**src/rtl/io_regs_pkg.sv**
```systemverilog
// io_regs_pkg: shared register-bus widths, register indices and the index decoder
// used by io_register_block.
package io_regs_pkg;

    localparam int REG_INDEX_WIDTH = 7;
    localparam int REG_DATA_WIDTH  = 16;
    localparam int SEG_WIDTH       = 7;

    localparam logic [REG_INDEX_WIDTH-1:0] REG_LED        = 7'h01;
    localparam logic [REG_INDEX_WIDTH-1:0] REG_DIGIT_BASE = 7'h02;
    localparam logic [REG_INDEX_WIDTH-1:0] REG_BTN_LEVEL  = 7'h10;
    localparam logic [REG_INDEX_WIDTH-1:0] REG_BTN_PRESS  = 7'h11;
    localparam logic [REG_INDEX_WIDTH-1:0] REG_TIMER      = 7'h12;

    typedef enum logic [2:0] {
        SEL_NONE,
        SEL_LED,
        SEL_DIGIT,
        SEL_BTN_LEVEL,
        SEL_BTN_PRESS,
        SEL_TIMER
    } reg_sel_e;

    // Digit registers occupy a window whose length depends on the instance.
    function automatic reg_sel_e reg_decode(input logic [REG_INDEX_WIDTH-1:0] idx,
                                            input int num_digits);
        if (idx == REG_LED)
            return SEL_LED;
        if (int'(idx) >= int'(REG_DIGIT_BASE) && int'(idx) < int'(REG_DIGIT_BASE) + num_digits)
            return SEL_DIGIT;
        if (idx == REG_BTN_LEVEL)
            return SEL_BTN_LEVEL;
        if (idx == REG_BTN_PRESS)
            return SEL_BTN_PRESS;
        if (idx == REG_TIMER)
            return SEL_TIMER;
        return SEL_NONE;
    endfunction

endpackage

```
**src/rtl/io_register_block_button_sync.sv**
```systemverilog
// button_sync: two-flop synchroniser for asynchronous button levels plus a third
// flop giving a one-cycle rising-edge press pulse.
module button_sync #(
    parameter int WIDTH = 4
) (
    input  logic             clk,
    input  logic             reset_n,
    input  logic [WIDTH-1:0] i_async,
    output logic [WIDTH-1:0] o_level,
    output logic [WIDTH-1:0] o_press
);

    logic [WIDTH-1:0] r_meta;
    logic [WIDTH-1:0] r_sync;
    logic [WIDTH-1:0] r_prev;

    always_ff @(posedge clk or negedge reset_n) begin
        if (!reset_n) begin
            r_meta <= '0;
            r_sync <= '0;
            r_prev <= '0;
        end else begin
            r_meta <= i_async;
            r_sync <= r_meta;
            r_prev <= r_sync;
        end
    end

    assign o_level = r_sync;
    assign o_press = r_sync & ~r_prev;

endmodule

```
**src/rtl/io_register_block.sv**
```systemverilog
// io_register_block: LED, seven-segment digit and push-button registers on the
// lisp_core register bus; the prescaled timer exists only with IO_REGISTER_TIMER_EN.
module io_register_block
    import io_regs_pkg::*;
#(
    parameter int LED_WIDTH   = 8,
    parameter int NUM_DIGITS  = 4,
    parameter int NUM_BUTTONS = 4,
    parameter int PRESCALE    = 50000
) (
    input  logic                          clk,
    input  logic                          reset_n,
    input  logic [REG_INDEX_WIDTH-1:0]    register_index,
    input  logic                          register_read,
    input  logic                          register_write,
    input  logic [REG_DATA_WIDTH-1:0]     register_write_value,
    output logic [REG_DATA_WIDTH-1:0]     register_read_value,
    input  logic [NUM_BUTTONS-1:0]        buttons,
    output logic [LED_WIDTH-1:0]          led,
    output logic [SEG_WIDTH*NUM_DIGITS-1:0] digits
);

    reg_sel_e                   w_sel;
    logic [2:0]                 w_digit_k;
    logic [NUM_BUTTONS-1:0]     w_level;
    logic [NUM_BUTTONS-1:0]     w_press;
    logic [NUM_BUTTONS-1:0]     w_press_clr;
    logic [REG_DATA_WIDTH-1:0]  w_rdata;
    logic                       w_unused;

    logic [LED_WIDTH-1:0]       r_led;
    logic [SEG_WIDTH-1:0]       r_seg [NUM_DIGITS];
    logic [NUM_BUTTONS-1:0]     r_press;
    logic [REG_DATA_WIDTH-1:0]  r_read_value;

    assign w_sel     = reg_decode(register_index, NUM_DIGITS);
    assign w_digit_k = register_index[2:0] - 3'(REG_DIGIT_BASE);
    assign w_unused  = ^register_write_value;

    button_sync #(
        .WIDTH(NUM_BUTTONS)
    ) u_button_sync (
        .clk    (clk),
        .reset_n(reset_n),
        .i_async(buttons),
        .o_level(w_level),
        .o_press(w_press)
    );

    always_ff @(posedge clk or negedge reset_n) begin
        if (!reset_n)
            r_led <= '0;
        else if (register_write && w_sel == SEL_LED)
            r_led <= register_write_value[LED_WIDTH-1:0];
    end

    for (genvar g = 0; g < NUM_DIGITS; g++) begin : g_digit
        always_ff @(posedge clk or negedge reset_n) begin
            if (!reset_n)
                r_seg[g] <= '0;
            else if (register_write && w_sel == SEL_DIGIT && w_digit_k == 3'(g))
                r_seg[g] <= register_write_value[SEG_WIDTH-1:0];
        end
        assign digits[SEG_WIDTH*g +: SEG_WIDTH] = r_seg[g];
    end

    // A new press event is OR-ed in after clearing, so it survives a same-cycle clear.
    assign w_press_clr = {NUM_BUTTONS{register_read && w_sel == SEL_BTN_PRESS}}
                       | ({NUM_BUTTONS{register_write && w_sel == SEL_BTN_PRESS}}
                          & register_write_value[NUM_BUTTONS-1:0]);

    always_ff @(posedge clk or negedge reset_n) begin
        if (!reset_n)
            r_press <= '0;
        else
            r_press <= (r_press & ~w_press_clr) | w_press;
    end

`ifdef IO_REGISTER_TIMER_EN
    localparam int PW = (PRESCALE > 1) ? $clog2(PRESCALE) : 1;

    logic [PW-1:0]             r_prescale;
    logic [REG_DATA_WIDTH-1:0] r_timer;
    logic                      w_wrap;

    assign w_wrap = (r_prescale == PW'(PRESCALE - 1));

    always_ff @(posedge clk or negedge reset_n) begin
        if (!reset_n) begin
            r_prescale <= '0;
            r_timer    <= '0;
        end else if (register_write && w_sel == SEL_TIMER) begin
            r_prescale <= '0;
            r_timer    <= register_write_value;
        end else begin
            r_prescale <= w_wrap ? '0 : r_prescale + PW'(1);
            r_timer    <= w_wrap ? r_timer + 16'd1 : r_timer;
        end
    end
`endif

    always_comb begin
        w_rdata = '0;
        if (w_sel == SEL_LED)
            w_rdata[LED_WIDTH-1:0] = r_led;
        for (int k = 0; k < NUM_DIGITS; k++)
            if (w_sel == SEL_DIGIT && w_digit_k == 3'(k))
                w_rdata[SEG_WIDTH-1:0] = r_seg[k];
        if (w_sel == SEL_BTN_LEVEL)
            w_rdata[NUM_BUTTONS-1:0] = w_level;
        if (w_sel == SEL_BTN_PRESS)
            w_rdata[NUM_BUTTONS-1:0] = r_press;
`ifdef IO_REGISTER_TIMER_EN
        if (w_sel == SEL_TIMER)
            w_rdata = r_timer;
`endif
    end

    always_ff @(posedge clk or negedge reset_n) begin
        if (!reset_n)
            r_read_value <= '0;
        else if (register_read)
            r_read_value <= w_rdata;
    end

    assign register_read_value = r_read_value;
    assign led                 = r_led;

endmodule
```
**config.mk**
```make
export PLATFORM = sky130hd
export DESIGN_NAME = io_register_block
export DESIGN_NICKNAME = d
export VERILOG_FILES = /design/src/rtl/io_regs_pkg.sv /design/src/rtl/io_register_block_button_sync.sv /design/src/rtl/io_register_block.sv
export SDC_FILE = /design/constraint.sdc
export NUM_CORES = 1
export LEC_CHECK = 0
export ABC_AREA = 1
export CAP_MARGIN = 20
export CORE_ASPECT_RATIO = 1.5
export CORE_MARGIN = 4
export CORE_UTILIZATION = 40
export DETAILED_ROUTE_END_ITERATION = 6
export PLACE_DENSITY = 0.71
export SYNTH_ARGS = -nofsm -noshare
export SYNTH_HDL_FRONTEND = slang
export SYNTH_SLANG_ARGS = --single-unit
```
**constraint.sdc**
```tcl
create_clock -name clk -period 1.3 [get_ports clk]
set_input_delay 0.13 -clock clk [delete_from_list [all_inputs] [get_ports clk]]
set_output_delay 0.13 -clock clk [all_outputs]
set_load 0.1 [all_outputs]
```
==> results of run 1 <==
[sequential cells by signal, summed over array words and instances (netlist names)]
signal / count
digits: 28
led: 8
register_read_value: 8
r_press: 4
u_button_sync.o_level: 4
u_button_sync.r_meta: 4
u_button_sync.r_prev: 4
[cell usage after synthesis (all sizes together)]
cell type / n
o31ai: 1
nand2: 95
clkbuf: 2
nand3: 7
nand4: 14
a22oi: 1
ha: 2
buf: 13
nor3b: 1
o21ai: 39
inv: 32
a211oi: 1
a21oi: 3
dfrtp: 60
conb: 1
nor2: 26
and3: 1
nor3: 3
a31oi: 7
[power by group]
group / switching, W / internal [W]
logic: 0.00105 / 0.000539
registers: 0.000147 / 0.00198
clock network: 0.000724 / 0.000932
total: 0.00192 / 0.00346
[worst max-delay path by stage]
stage,endpoint,slack [ns],depth (start not counted)
after floorplan,digits[24],-0.24,12
after global placement,register_read_value[5],-0.85,10
after detailed placement,register_read_value[5],-0.88,10
after CTS,digits[19],0.008,13
after global routing,digits[19],-0.11,13
final,digits[19],-0.02,13
[worst max-delay path, stage by stage]
cell and delay [ns]:
buf_8 0.10, ha_4 0.15, inv_2 0.04, nand2_2 0.05, nor2_2 0.12, nand2_2 0.08
a21oi_4 0.15, nand2_4 0.09, nor2_4 0.14, buf_6 0.15, nand4_4 0.16, nand2_1 0.11
o21ai_1 0.06
[cells in the final DEF (no fill, tap or decap), types with 2 or more instances in the layout]
cell type | Yosys | final
nor2_2 | 1 | 5
conb_1 | 1 | 8
o21ai_0 | 11 | 11
nor2_1 | 22 | 13
nand4_4 | 0 | 4
clkbuf_8 | 0 | 10
buf_2 | 3 | 5
nand3_2 | 2 | 2
nor3_2 | 0 | 2
nand2_2 | 2 | 8
nand2_4 | 1 | 3
dfrtp_1 | 60 | 44
nand4_1 | 12 | 12
a21oi_1 | 2 | 2
nor2_4 | 3 | 8
buf_4 | 9 | 39
buf_12 | 0 | 47
clkdlybuf4s50_1 | 0 | 14
buf_6 | 0 | 3
nand2_1 | 92 | 84
nand3_1 | 5 | 4
inv_2 | 4 | 11
nand3_4 | 0 | 2
a31oi_1 | 7 | 7
clkinvlp_4 | 0 | 2
clkinv_2 | 0 | 2
o21ai_1 | 28 | 28
dfrtp_2 | 0 | 16
buf_8 | 0 | 2
inv_1 | 28 | 21
[cells by family after synthesis]
group | after synthesis
flops | 60
other cells | 1
buf+inv | 47
compound gates | 52
fa+ha+maj | 2
simple gates | 147
[routing by layer]
layer	global-route usage, %	vias to the layer above	part of all wire [%]
li1	-	1234	-
met1	27.2	1283	38
met2	35.7	101	52
met3	4.47	36	5.7
met4	11.6	0	4.0
met5	0	-	0
[per-stage QoR]
step | instance area, um2 | hold slack, ns | setup TNS, ns
4_1_cts | 4580 | 0.229 | 0
3_3_place_gp | 4190 | 0.0433 | -33.65
5_1_grt | 4620 | 0.220 | -2.01
3_5_place_dp | 4190 | 0.0499 | -35.82
2_1_floorplan | 2820 | -0.166 | -5.54
6_report | 4620 | 0.225 | -0.0442
[layout make-up]
type                       count  area [um2]
clock buffer                  10         138
clock inverter                 6        63.8
fill                         468        1910
inverter                      32         120
multi-input combinational    212        1200
sequential                    60        1520
tap                           76        95.1
timing repair buffer         112        1480
[repair_timing]
action | 4_1_cts | 5_1_grt
hold buffers | 1 | 0
buffers inserted | 11 | 0
pin swaps | 24 | 8
gates resized for setup | 56 | 10
cloned | 2 | 1
endpoints found under the setup margin | 48 | 34
hold endpoints to repair | 12 | 0
==> out/metrics.yaml, run 1 <==
run_status:
  status: "finished, violations left"
  violations: "setup timing"
global_route:
  antenna_found_initial: 0
  grt_pass1_wl_um: 13400
  grt_max_degree: 38
  grt.total_usage_pct: 22.1
  grt_pass1_vias: 2733
  grt_overflow: 0
critical_path:
  reg2reg_depth: 6
  critPathMaxFanout: 7
  rrSetupSlack_ns: 0.19
  cp-start-kind: "input port"
  cp.arrival_ns: 1.53
  r2r-start: "digits[0]"
  crit_type: "in -> reg"
  cp-end-kind: "register"
  startpoint: "register_index[2]"
  worstPathRequired_ns: 1.52
  r2r-end: "register_read_value[0]"
sta:
  hold_violations: 0
  finalSetupViolCount: 6
  setup_ws_ns: -0.0180
  fin_skew_ns: 0.00742
  fin_crit_ns: 1.32
  fmax_mhz: 759
  rsz0062_at_grt: "true"
  finalCritPeriodShare_pct: 101
  slew_viol_final: 0
die:
  die-area_um2: 8150
  fp.dieW_um: 75.1
  start_util_pct: 41.3
  rows: 36
  core_area_um2: 6530
  pin_count: 83
  die_y_um: 109
route:
  firstDrtPassIters: 4
  drt-vias-per-instance: 5.22
  first_iter_violations: 138
  dr_total_vias: 2654
  drc: 0
  routed_wl_um: 8390
  postRouteAntennaNets: 0
  wl_per_cell_um: 16.5
pwr:
  power.leakage_nw: 2.10
  ir_drop_mv: 0.791
  power.density_nw_per_um2: 1160
  power_w: 0.00538
synthesis:
  yosys_register_bits: 60
  yosysTopAreaCellShare_pct: 55.7
  synth_area_leaders: "dfrtp_1, nand2_1, o21ai_1, inv_1, nor2_1"
  synth_compound_area_share_pct: 10.7
  synthDistinctLibCells: 30
  synth_xor_area_share_pct: 0
  yosysWarningCount: 0
  synth-simple-area-share_pct: 24.7
  synthAdderAreaFrac_pct: 0.928
  syn_area_um2: 2700
  syn_avg_cell_area_um2: 8.73
  seq_area_frac_synth_pct: 55.7
  synth_top_family_by_area: "simple AND/OR/NAND/NOR gates"
  yosys.area.top_type: "dfrtp_1"
  synth_mux_area_share_pct: 0
  syn_inst: 309
job:
  drv_cap: 0
clocking:
  clock_latency_ns: 0.34
  cts_tree: "built"
  htree_levels: 3
  clock_sinks: 60
  cts_buffers: 9
  clk_pin_slew_worst_paths_ns: 0.07
  cts_root_buf: "clkbuf_8"
  clockBufferDepth: 2
hold_path:
  min_path_type: "in -> async"
final_layout:
  n_antenna_cell: 0
  utilization_pct: 70.7
  num-nets-final: 460
  final_cells: 508
  area_growth_syn_to_layout_pct: 71.2
  drive_above_1_share_pct: 40.5
place:
  placed_cells: 478
  portBuffers: 66
  hpwlAfterDp_um: 5910
  routabilityCongestion: 0.940
  place_ws_ns: -0.879
No activity file was read; power rests on OpenSTA's default activity.
==> run 2, diff against run 1 <==
Settings changed: GPL_TIMING_DRIVEN set to 0.
==> run 2 against run 1 <==
Via count decreased by 0.15%. Critical path type unchanged. Largest cell class unchanged. The flow still finishes with violations (setup timing). Clock power decreased by 11%. Highest routed layer unchanged. Clock-buffer cell count increased by 4. Utilization decreased by 7.6 points. Sequential share of layout area increased by 3.9 points. Critical endpoint is now digits[11].
==> out/metrics.yaml, run 2 (same netlist as run 1, synthesis figures left out) <==
run_status:
  status: "finished, violations left"  # unchanged
  violations: "setup timing"  # unchanged
sta:
  rsz0062_at_grt: "true"  # unchanged
  worstMarginPinSlew_ns: 0.684
  slew_viol_final: 0  # unchanged
  setup_ws_ns: -0.168  # was -0.0180 ns
  setup_tns_ns: -2.72  # was -0.0442 ns
  fin_skew_ns: 0.0118  # was 0.00742 ns
  finalCritPeriodShare_pct: 113  # was 101%
  finalSetupViolCount: 32  # was 6
  hold_violations: 0  # unchanged
  fmax_mhz: 681  # was 759 MHz
  max_slew_margin_pct: 54.4
  fin_crit_ns: 1.47  # was 1.32 ns
clocking:
  clk_pin_slew_worst_paths_ns: 0.06  # was 0.07 ns
  clock_latency_ns: 0.34  # about the same
  clock_sinks: 60  # unchanged
  cts_buffers: 9  # unchanged
  htree_levels: 3  # unchanged
  cts_root_buf: "clkbuf_8"  # unchanged
  clockBufferDepth: 2  # unchanged
  cts_tree: "built"  # unchanged
critical_path:
  cp.arrival_ns: 1.69  # was 1.53 ns
  cp-end-kind: "register"  # unchanged
  critical-path-max-stage-delay_ns: 0.21  # was 0.16 ns
  worstPathCellList: "buf_4 -> nor2_2 -> nand2_1 -> nand2_1 -> nand2_2 -> a21oi_4 -> nand2_4 -> nor2_4 -> nand4_4 -> buf_6 -> nand2_2 -> o21ai_2"  # was buf_8 -> ha_4 -> inv_2 -> nand2_2 -> nor2_2 -> nand2_2 -> a21oi_4 -> nand2_4 -> nor2_4 -> buf_6 -> nand4_4 -> nand2_1 -> o21ai_1
  cp-start-kind: "input port"  # unchanged
  worstPathRequired_ns: 1.52  # about the same
  crit_buf_inv: 2  # was 3
  slowest_stage: "a21oi_4"  # was nand4_4
  crit_type: "in -> reg"  # unchanged
  critPathMaxFanout: 6  # was 7
  critical_path.top_delay_family: "simple AND/OR/NAND/NOR gates"  # unchanged
final_layout:
  area_growth_syn_to_layout_pct: 52.9  # was 71.2%
  utilization_pct: 63.2  # was 70.7%
  fillCellCount: 554  # was 468
  drive_above_1_share_pct: 45.5  # was 40.5%
  final_common_cell: "nand2_1"  # unchanged
  regArea_um2: 1520  # unchanged
  multi_input_area_um2: 1280  # was 1200 um2
  layout_common_cells: "nand2_1, dfrtp_1, buf_4"  # was nand2_1, buf_12, dfrtp_1
  largest_register_ffs: 28  # unchanged
  n_antenna_cell: 0  # unchanged
  num-nets-final: 457  # was 460
pwr:
  ir_drop_mv: 0.976  # was 0.791 mV
  netSwitchingFraction_pct: 37.4  # was 35.8%
  power.density_nw_per_um2: 1190  # was 1160 nW/um2
  intPower_w: 0.00308  # was 0.00346 W
  comb_power_share_pct: 27.8  # was 29.6%
  power_frac_seq_pct: 42.3  # was 39.6%
  p_switching_w: 0.00184  # was 0.00192 W
  p_clk_share_pct: 29.9  # was 30.8%
  power.leakage_nw: 1.98  # was 2.10 nW
route:
  first_iter_violations: 190  # was 138
  postRouteAntennaNets: 0  # unchanged
  dr_total_vias: 2650  # was 2,654
  routed_wl_um: 8650  # was 8390 um
  wl_per_cell_um: 17.1  # was 16.5 um
  drc: 0  # unchanged
  firstDrtPassIters: 4  # unchanged
  drt-vias-per-instance: 5.25  # was 5.22
global_route:
  grt.total_usage_pct: 21.4  # was 22.1%
  grt_overflow: 0  # unchanged
  grt_pass1_wl_um: 12800  # was 13,400 um
  antenna_found_initial: 0  # unchanged
  grt_max_degree: 32  # was 38
  grt_pass1_vias: 2549  # was 2,733
job:
  drv_cap: 0  # unchanged
place:
  routabilityCongestion: 0.872  # was 0.940
  hpwlAfterDp_um: 5580  # was 5910 um
  portBuffers: 65  # was 66
die:
  die_y_um: 109  # unchanged
  fp.dieW_um: 75.1  # unchanged
  rows: 36  # unchanged
  pin_count: 83  # unchanged
  die-area_um2: 8150  # unchanged
  start_util_pct: 41.3  # unchanged
  core_area_um2: 6530  # unchanged
hold_path:
  min_path_type: "in -> reg"  # was in -> async
-- run 2: changes by cell type in the layout (fill, tap and decap cells not counted), moves of 3 or more --
cell / change
buf_12: -45
buf_2: +8
buf_6: +12
clkbuf_1: +4
clkbuf_4: +26
nand2_1: -8
nand2_4: +7
nor2_1: -3
nor2_4: +4
o21ai_1: -12
o21ai_2: +12
-- run 2: area by class of cell --
| class | instances | area share (%) |
|---|---|---|
| sequential | 60 | 36.9 |
| clock buffer | 14 | 3.94 |
| multi-input combinational | 209 | 31.1 |
| inverter | 32 | 3.15 |
| timing repair buffer | 97 | 19.5 |
| clock inverter | 2 | 0.243 |
| tap | 76 | 2.31 |
| buffer | 15 | 2.88 |
-- run 2: stage by stage --
step	hold slack (ns)	setup slack [ns]	instances	cell area, um2	power [W]
floorplan	-0.166	-0.244	316	2820	0.00302
detailed placement	0.206	-1.32	458	3580	0.00340
finish	0.231	-0.168	505	4130	0.00493
global placement	0.333	-1.95	457	3560	0.00338
CTS	0.177	-0.0507	492	3830	0.00485
global route	0.223	-0.187	505	4130	0.00511
-- run 2: power by group through the flow --
stage / registers (W) / logic [W] / clock network, W
6_report: 0.00209 / 0.00137 / 0.00147
5_1_grt: 0.00210 / 0.00142 / 0.00159
4_1_cts: 0.00207 / 0.00128 / 0.00149
3_5_place_dp: 0.00211 / 0.00129 / 0
3_3_place_gp: 0.00211 / 0.00128 / 0
2_1_floorplan: 0.00274 / 0.000281 / 0
-- run 2: final timing paths --
path,endpoint,from,slack [ns],depth (start not counted)
min in group asynchronous,u_button_sync.r_meta[0],reset_n,0.38,2
max reg2reg,register_read_value[2],digits[9],0.24,6
min reg2reg,u_button_sync.o_level[2],u_button_sync.r_meta[2],0.35,0
max,digits[11],register_index[0],-0.17,12
max in group asynchronous,digits[14],reset_n,0.31,3
min,u_button_sync.r_meta[3],buttons[3],0.23,1
-- run 2: timing repair --
| item | in CTS | in global routing |
|---|---|---|
| buffers inserted | 14 | 13 |
| hold buffers | 1 | 0 |
| gates cloned | 3 | 0 |
| pin swaps | 19 | 20 |
| resized for setup | 312 | 66 |
| hold endpoints to repair | 29 | 0 |
| endpoints found under the setup margin | 92 | 73 |
-- run 2: per-layer routing --
metal  part of all wire, %  GRT usage (%)
met5                     0              0
met4                   4.1           12.6
met3                   6.8           5.12
met2                    54           33.2
met1                    35           26.4
